<file path="config.mk">
export PLATFORM = sky130hd
export DESIGN_NAME = cam_reg_config_ctrl
export DESIGN_NICKNAME = d
export VERILOG_FILES = /design/src/rtl/cam_reg_config_ctrl.sv
export SDC_FILE = /design/constraint.sdc
export NUM_CORES = 1
export LEC_CHECK = 0
export CORE_MARGIN = 4
export CORE_UTILIZATION = 37
export CTS_CLUSTER_DIAMETER = 100
export DETAILED_ROUTE_END_ITERATION = 8
export PLACE_DENSITY = 0.56
export SLEW_MARGIN = 5
export SYNTH_ARGS = -nofsm -noshare
export SYNTH_HDL_FRONTEND = slang
export SYNTH_SLANG_ARGS = --single-unit
</file>
<file path="constraint.sdc">
create_clock -name clk -period 3.02 [get_ports clk]
set_input_delay 0.604 -clock clk [delete_from_list [all_inputs] [get_ports clk]]
set_output_delay 0.604 -clock clk [all_outputs]
set_load 0.005 [all_outputs]
</file>
<file path="src/rtl/cam_reg_config_ctrl.sv">
// Camera sensor register configuration sequencer: walks a {register, value} ROM
// and issues one SCCB write per entry through the sender's send/taken handshake.
module cam_reg_config_ctrl #(
  parameter int unsigned ADDR_W       = 8,
  parameter logic [7:0]  DEV_ID       = 8'h42,
  parameter int unsigned PWRUP_CYCLES = 1_000_000,
  parameter int unsigned GAP_CYCLES   = 256,
  parameter int unsigned DELAY_CYCLES = 500_000
) (
  input  logic              clk,
  input  logic              rst_n,
  input  logic              start,
  output logic [ADDR_W-1:0] rom_addr,
  input  logic [15:0]       rom_data,
  output logic              send,
  output logic [7:0]        id,
  output logic [7:0]        register,
  output logic [7:0]        value,
  input  logic              taken,
  output logic              busy,
  output logic              done,
  output logic [ADDR_W-1:0] cmd_count
);

  typedef enum logic [2:0] {
    IDLE, PWRUP, READ, DECODE, SEND, GAP, DELAY, DONE
  } state_t;

  // Terminal counts; a zero-length wait still spends one cycle in its state.
  localparam int unsigned PWRUP_LAST = (PWRUP_CYCLES == 0) ? 0 : PWRUP_CYCLES - 1;
  localparam int unsigned GAP_LAST   = (GAP_CYCLES   == 0) ? 0 : GAP_CYCLES   - 1;
  localparam int unsigned DELAY_LAST = (DELAY_CYCLES == 0) ? 0 : DELAY_CYCLES - 1;

  localparam logic [15:0] END_MARK   = 16'hFFFF;
  localparam logic [15:0] DELAY_MARK = 16'hFFF0;

  state_t            state_q, state_d;
  logic [31:0]       cnt_q, cnt_d;
  logic [ADDR_W-1:0] rom_addr_q, rom_addr_d;
  logic [ADDR_W-1:0] cmd_q, cmd_d;
  logic              send_q, send_d;
  logic [7:0]        reg_q, reg_d;
  logic [7:0]        val_q, val_d;
  logic              busy_q, busy_d;
  logic              done_q, done_d;

  always_ff @(posedge clk or negedge rst_n) begin
    if (!rst_n) begin
      state_q    <= IDLE;
      cnt_q      <= '0;
      rom_addr_q <= '0;
      cmd_q      <= '0;
      send_q     <= 1'b0;
      reg_q      <= '0;
      val_q      <= '0;
      busy_q     <= 1'b0;
      done_q     <= 1'b0;
    end else begin
      state_q    <= state_d;
      cnt_q      <= cnt_d;
      rom_addr_q <= rom_addr_d;
      cmd_q      <= cmd_d;
      send_q     <= send_d;
      reg_q      <= reg_d;
      val_q      <= val_d;
      busy_q     <= busy_d;
      done_q     <= done_d;
    end
  end

  always_comb begin
    state_d    = state_q;
    cnt_d      = '0;
    rom_addr_d = rom_addr_q;
    cmd_d      = cmd_q;
    send_d     = send_q;
    reg_d      = reg_q;
    val_d      = val_q;
    busy_d     = busy_q;
    done_d     = done_q;

    case (state_q)
      IDLE, DONE: begin
        if (start) begin
          state_d    = PWRUP;
          busy_d     = 1'b1;
          done_d     = 1'b0;
          rom_addr_d = '0;
          cmd_d      = '0;
        end
      end
      PWRUP: begin
        if (cnt_q == PWRUP_LAST) state_d = READ;
        else                     cnt_d   = cnt_q + 32'd1;
      end
      READ: state_d = DECODE;
      DECODE: begin
        if (rom_data == END_MARK) begin
          state_d = DONE;
          busy_d  = 1'b0;
          done_d  = 1'b1;
        end else if (rom_data == DELAY_MARK) begin
          state_d = DELAY;
        end else begin
          reg_d   = rom_data[15:8];
          val_d   = rom_data[7:0];
          send_d  = 1'b1;
          state_d = SEND;
        end
      end
      SEND: begin
        if (taken) begin
          send_d  = 1'b0;
          state_d = GAP;
          if (cmd_q != '1) cmd_d = cmd_q + ADDR_W'(1);
        end
      end
      GAP, DELAY: begin
        // Both waits end the same way: next entry, or finish at the last ROM slot.
        if (cnt_q == ((state_q == GAP) ? GAP_LAST : DELAY_LAST)) begin
          if (rom_addr_q == '1) begin
            state_d = DONE;
            busy_d  = 1'b0;
            done_d  = 1'b1;
          end else begin
            rom_addr_d = rom_addr_q + ADDR_W'(1);
            state_d    = READ;
          end
        end else begin
          cnt_d = cnt_q + 32'd1;
        end
      end
      default: state_d = IDLE;
    endcase
  end

  assign rom_addr  = rom_addr_q;
  assign send      = send_q;
  assign id        = DEV_ID;
  assign register  = reg_q;
  assign value     = val_q;
  assign busy      = busy_q;
  assign done      = done_q;
  assign cmd_count = cmd_q;

endmodule

</file>
==> results of run 1 <==
logic make-up after synthesis:
family / share of synthesized area (%)
AO/OA/AOI/OAI: 10.6
buffers and inverters: 4.35
other: 0.202
XOR/XNOR: 6.61
multiplexers: 4.85
AND/OR/NAND/NOR: 25.2
adder cells (fa/ha/maj): 1.01
flip-flops: 47.2
critical path, stage by stage:
cell and delay [ns]:
clkdlybuf4s50_1 0.42, nand4_1 0.12, nor3_1 0.08, a21boi_1 0.16, nor3_2 0.88, mux2_2 0.42
sequential cells by signal, indices dropped and copies added (netlist names):
name and flops:
rom_addr 8, register 8, send 1, state_q 3, busy 1, value 8, cmd_count 8, done 1
cnt_q 32
worst paths after layout:
kind | from | to | slack, ns | cells after the start
min reg2reg | done | done | 0.49 | 1
max reg2reg | cnt_q[8] | cnt_q[10] | 0.56 | 6
min | rst_n | rom_addr[6] | 0.28 | 2
min in group clk | done | done | 0.49 | 1
max | rom_data[10] | value[4] | 0.55 | 6
max in group asynchronous | rst_n | register[3] | 2.31 | 2
where the power goes:
group,internal (mW),switching [mW],total [mW]
sequential,0.947,0.00529,0.953
clock,0.544,0.361,0.905
combinational,0.0497,0.0384,0.0881
total,1.54,0.405,1.95
through the flow:
step                setup slack [ns]  utilization, %
global placement               0.158            44.6
floorplan                      0.970               -
CTS                            0.502            47.1
finish                         0.554            47.1
detailed placement             0.142            44.6
global route                   0.317            47.1
synthesized netlist by cell type, types with 2 or more instances:
| cell | number |
|---|---|
| nor2b_1 | 5 |
| or3_1 | 3 |
| mux2_2 | 16 |
| or2_2 | 2 |
| o211ai_1 | 3 |
| nand4_1 | 10 |
| a31oi_1 | 5 |
| nor3_2 | 2 |
| o31ai_1 | 4 |
| inv_1 | 10 |
| nand3_1 | 20 |
| conb_1 | 2 |
| nand2b_1 | 5 |
| xnor2_1 | 15 |
| o21ai_1 | 8 |
| a21oi_1 | 6 |
| clkbuf_1 | 4 |
| buf_4 | 8 |
| nor4_1 | 9 |
| buf_2 | 3 |
| nand3b_1 | 3 |
| xor2_1 | 13 |
| and4_2 | 2 |
| and3_1 | 9 |
| ha_1 | 3 |
| o21ai_0 | 28 |
| nor3_1 | 11 |
| nand2_1 | 32 |
| nor2_1 | 51 |
| buf_6 | 3 |
| dfrtp_1 | 70 |
layout make-up:
class | instances | share of cell area [%]
inverter | 10 | 0.816
timing repair buffer | 61 | 12.8
tap | 133 | 3.62
clock inverter | 6 | 2.42
multi-input combinational | 296 | 39.6
clock buffer | 9 | 2.69
sequential | 70 | 38.1
cell usage in the layout, fill, tap and decap left out, drive strengths merged, types with 2 or more instances in the layout:
| cell | n |
|---|---|
| clkdlybuf4s50 | 53 |
| or2 | 2 |
| o21ai | 37 |
| nor4 | 11 |
| ha | 3 |
| and4 | 3 |
| and3 | 10 |
| o31ai | 4 |
| a21oi | 7 |
| a31oi | 5 |
| nand3 | 20 |
| nor2 | 51 |
| mux2 | 16 |
| or3 | 4 |
| nor2b | 5 |
| clkbuf | 9 |
| xnor2 | 15 |
| dfrtp | 70 |
| nand2 | 33 |
| o211ai | 3 |
| buf | 8 |
| nor3 | 13 |
| inv | 10 |
| and2 | 2 |
| nand2b | 5 |
| conb | 8 |
| bufinv | 3 |
| xor2 | 13 |
| nand3b | 3 |
| nand4 | 10 |
| clkinv | 2 |
metal layers:
layer / wire, um / part of all wire, % / vias to the layer above / track usage, %
met3: 334 / 4.1 / 16 / 2.57
met2: 3810 / 47 / 52 / 23.4
met1: 3790 / 47 / 1388 / 20.8
met5: 0 / 0 / - / 0
met4: 163 / 2.0 / 0 / 5.68
li1: - / - / 1479 / -
==> out/qor.yml, run 1 <==
outcome: "completed"
worst_pin_slew_ns: 1.16
drv_slew: 0
crit_required_ns: 3.24
synth_top_area_share_pct: 47.2
synth-edff-count: 0
place.gp.congestion: 0.774
die_area_um2: 11700
async_flop_share_pct: 100
wirelength_um: 8090
seq_area_um2: 1750
drtIter0Drc: 126
hpwlAfterDp_um: 5830
maxCapViolations: 0
multi_input_area_um2: 1820
row_count: 36
syn_area_um2: 3710
antenna_found_initial: 0
synth_cells: 388
grt_max_degree: 42
io_pins: 63
numPortBuffers: 54
synthFlopType: "dfrtp_1"
power_density_nw_per_um2: 423
drive_above_1_share_pct: 12.4
path_clk_slew_ns: 0.08
placedCellCount: 570
hold_slack_ns: 0.277
ant_nets: 0
clockBufferDepth: 2
yosysWarnings: 0
synth_top_cell_by_area: "dfrtp_1"
cts-buffers-inserted: 9
total_power_mw: 1.95
leakage_nw: 1.83
ys_seq_elements: 70
drc: 0
final_nets: 471
fmax_ghz: 0.406
critPathLaunchType: "input pin"
core_um2: 9770
postCtsHoldBufs: 0
antennaDiodeCount: 0
cts_resized: 0
synth_area_leaders: "dfrtp_1 (47%), nor2_1 (5.2%), mux2_2 (4.9%)"
grt_pass1_vias: 2938
die_h_um: 108
critPathMaxFanout: 16
nFillCells: 968
layout.cells.non_filler: 585
postCtsSetupBuffers: 0
firstDrtPassIters: 4
cts.sinks: 70
gr-total-overflow: 0
cts_root_buf: "clkbuf_8"
hold_viol: 0
design_area_um2: 4600
fin_crit_sh_pct: 81.7
arrival_ns: 2.69
avgSynthCellArea_um2: 9.56
fin_skew_ns: 0.00998
yosysSeqAreaShare_pct: 47.2
hold_path.class: "in -> async"
criticalPathCategory: "in -> reg"
cts_max_level: 3
ir_drop_v: 0.000202
floorplan.initialDensity_pct: 38.0
rsz0062_at_grt: "false"
cts_tree: "built"
setup_tns_ns: 0
gr-usage-all-layers_pct: 15.0
grt_pass1_wl_um: 14200
synth.distinct_cells: 54
worstSetupEndpointType: "register"
finalCriticalPeriod_ns: 2.47
slew_headroom_pct: 22.1
setup_viol: 0
insertion_delay_ns: 0.34
place_area_um2: 4360
avgRoutedWirePerCell_um: 13.8
die_w_um: 108
synthToLayoutAreaGrowth_pct: 23.9
viasPerCell: 5.02
vias: 2935
No activity file was read; power rests on OpenSTA's default activity.
==> inputs of run 2 (changes only) <==
Settings changed: PLACE_DENSITY 0.56 to 0.58.
Clock period 3.02 ns to 2.2 ns, I/O delays scaled along.
==> out/qor.yml, run 2 (same netlist as run 1, synthesis figures left out) <==
cts_tree: "built"
wl_met1_um: 3800  # +0.29%
outcome: "completed"
slew_headroom_pct: 51.2  # +29 points
hold_slack_ns: 0.0544  # -0.222 ns
crit_path_end: "cnt_q[16]"
grt_max_degree: 33  # -21%
worstSetupEndpointType: "register"
fin_crit_sh_pct: 94.3
cts-buffers-inserted: 9  # unchanged
criticalPathCategory: "reg -> reg"
r2r_start: "cnt_q[16]"
critPathLaunchType: "register"
design_area_um2: 4790  # +4.2%
ir_drop_v: 0.000284  # +41%
reg2reg_to: "cnt_q[16]"
worst_pin_slew_ns: 0.730  # -0.432 ns
ant_nets: 0  # unchanged
multi_input_area_um2: 1840  # +1.0%
crit_required_ns: 2.42  # -0.82 ns
route.met2.wl_um: 3940  # +3.3%
drtIter0Drc: 131  # +4.0%
drc: 0  # unchanged
top_layer: "met4"
die_h_um: 108  # unchanged
total_power_mw: 2.49  # +28%
seq_area_um2: 1750  # unchanged
reg2reg_slack_ns: 0.12  # -0.44 ns
grt_pass1_vias: 3004  # +2.2%
drv_slew: 0  # unchanged
grt_pass1_wl_um: 13800  # -2.4%
drive_above_1_share_pct: 17.4  # +5.0 points
gr-total-overflow: 0  # unchanged
core_um2: 9770  # unchanged
firstDrtPassIters: 6  # +2
wirelength_um: 8170  # +0.96%
postCtsHoldBufs: 0  # unchanged
place.gp.congestion: 0.807  # +4.3%
cts_root_buf: "clkbuf_8"
numPortBuffers: 54  # unchanged
nFillCells: 920  # -5.0%
path_clk_slew_ns: 0.08  # about the same
rsz0062_at_grt: "false"
final_nets: 496  # +5.3%
ff2ff_path_depth: 6  # unchanged
floorplan.initialDensity_pct: 38.0  # unchanged
maxCapViolations: 0  # unchanged
viasPerCell: 5.00  # -0.34%
hpwlAfterDp_um: 6130  # +5.1%
met3_wirelength_um: 295  # -12%
place_area_um2: 4580  # +4.9%
die_area_um2: 11700  # unchanged
hold_path.class: "in -> async"
setup_viol: 0  # unchanged
largest_register_ffs: 32  # unchanged
gr-usage-all-layers_pct: 14.7  # -0.28 points
arrival_ns: 2.29  # -0.40 ns
row_count: 36  # unchanged
fin_skew_ns: 0.0115  # +0.00148 ns
insertion_delay_ns: 0.34  # about the same
startpoint: "cnt_q[16]"
antennaDiodeCount: 0  # unchanged
setup_tns_ns: 0  # unchanged
hold_viol: 0  # unchanged
postCtsSetupBuffers: 0  # unchanged
cts_resized: 1  # +1
synthToLayoutAreaGrowth_pct: 29.1
cts.sinks: 70  # unchanged
cts_max_level: 3  # unchanged
fmax_ghz: 0.482
regMostFlops: "cnt_q"
antenna_found_initial: 0  # unchanged
io_pins: 63  # unchanged
finalCriticalPeriod_ns: 2.08
vias: 3050  # +3.9%
leakage_nw: 1.95  # +6.2%
critPathMaxFanout: 32  # +16
mostFrequentLayoutCell: "dfrtp_1"
final_cell_mix: "dfrtp_1 (70), clkdlybuf4s50_1 (53), nor2_1 (51), nand2_1 (32), buf_4 (30)"
power_density_nw_per_um2: 519  # +23%
die_w_um: 108  # unchanged
avgRoutedWirePerCell_um: 13.4  # -3.2%
clockBufferDepth: 2  # unchanged
run 2: cell type report:
type                            count  share of cell area (%)
Inverter                           10                   0.783
Timing Repair Buffer               86                    16.7
Clock inverter                      5                    1.23
Multi-Input combinational cell    296                    38.4
Sequential cell                    70                    36.6
Tap cell                          133                    3.47
Clock buffer                       10                    2.87
run 2: worst min-delay path by stage:
stage / end / cells past startpoint
final: cmd_count[3] / 1
after CTS: cmd_count[3] / 1
after floorplan: busy / 0
after detailed placement: cmd_count[3] / 1
after global placement: cmd_count[3] / 1
after global routing: cmd_count[3] / 1
run 2: where the power goes:
group / internal, mW / leakage [nW] / switching [mW]
clock network: 0.550 / 0.0948 / 0.497
logic: 0.0777 / 0.976 / 0.0554
registers: 1.30 / 0.874 / 0.00780
total: 1.93 / 1.95 / 0.560
run 2: layer usage:
layer	vias to the layer above	global-route usage, %
met3	14	2.75
met1	1461	19.6
li1	1523	-
met5	-	0
met2	52	23.8
met4	0	5.50
run 2: through the flow:
step / std cells / setup WS [ns] / util, %
floorplan: 394 / 0.232 / -
global placement: 595 / -0.449 / 46.8
global route: 610 / 0.0105 / 49.0
CTS: 610 / 0.0936 / 48.9
finish: 610 / 0.125 / 49.0
detailed placement: 595 / -0.489 / 46.8
run 2: worst max-delay path, cell delays in order (launching register included):
cell,delay [ns]
dfrtp_1,0.39
or4b_4,0.56
nor4_4,0.30
o21ai_1,0.20
a21oi_4,0.23
buf_12,0.21
nor2_1,0.07
==> inputs of run 3 (changes only) <==
Settings changed: SLEW_MARGIN 5 to not set.
==> results of run 3 <==
The final DEF is identical to that of run 2; final timing and power are the same.
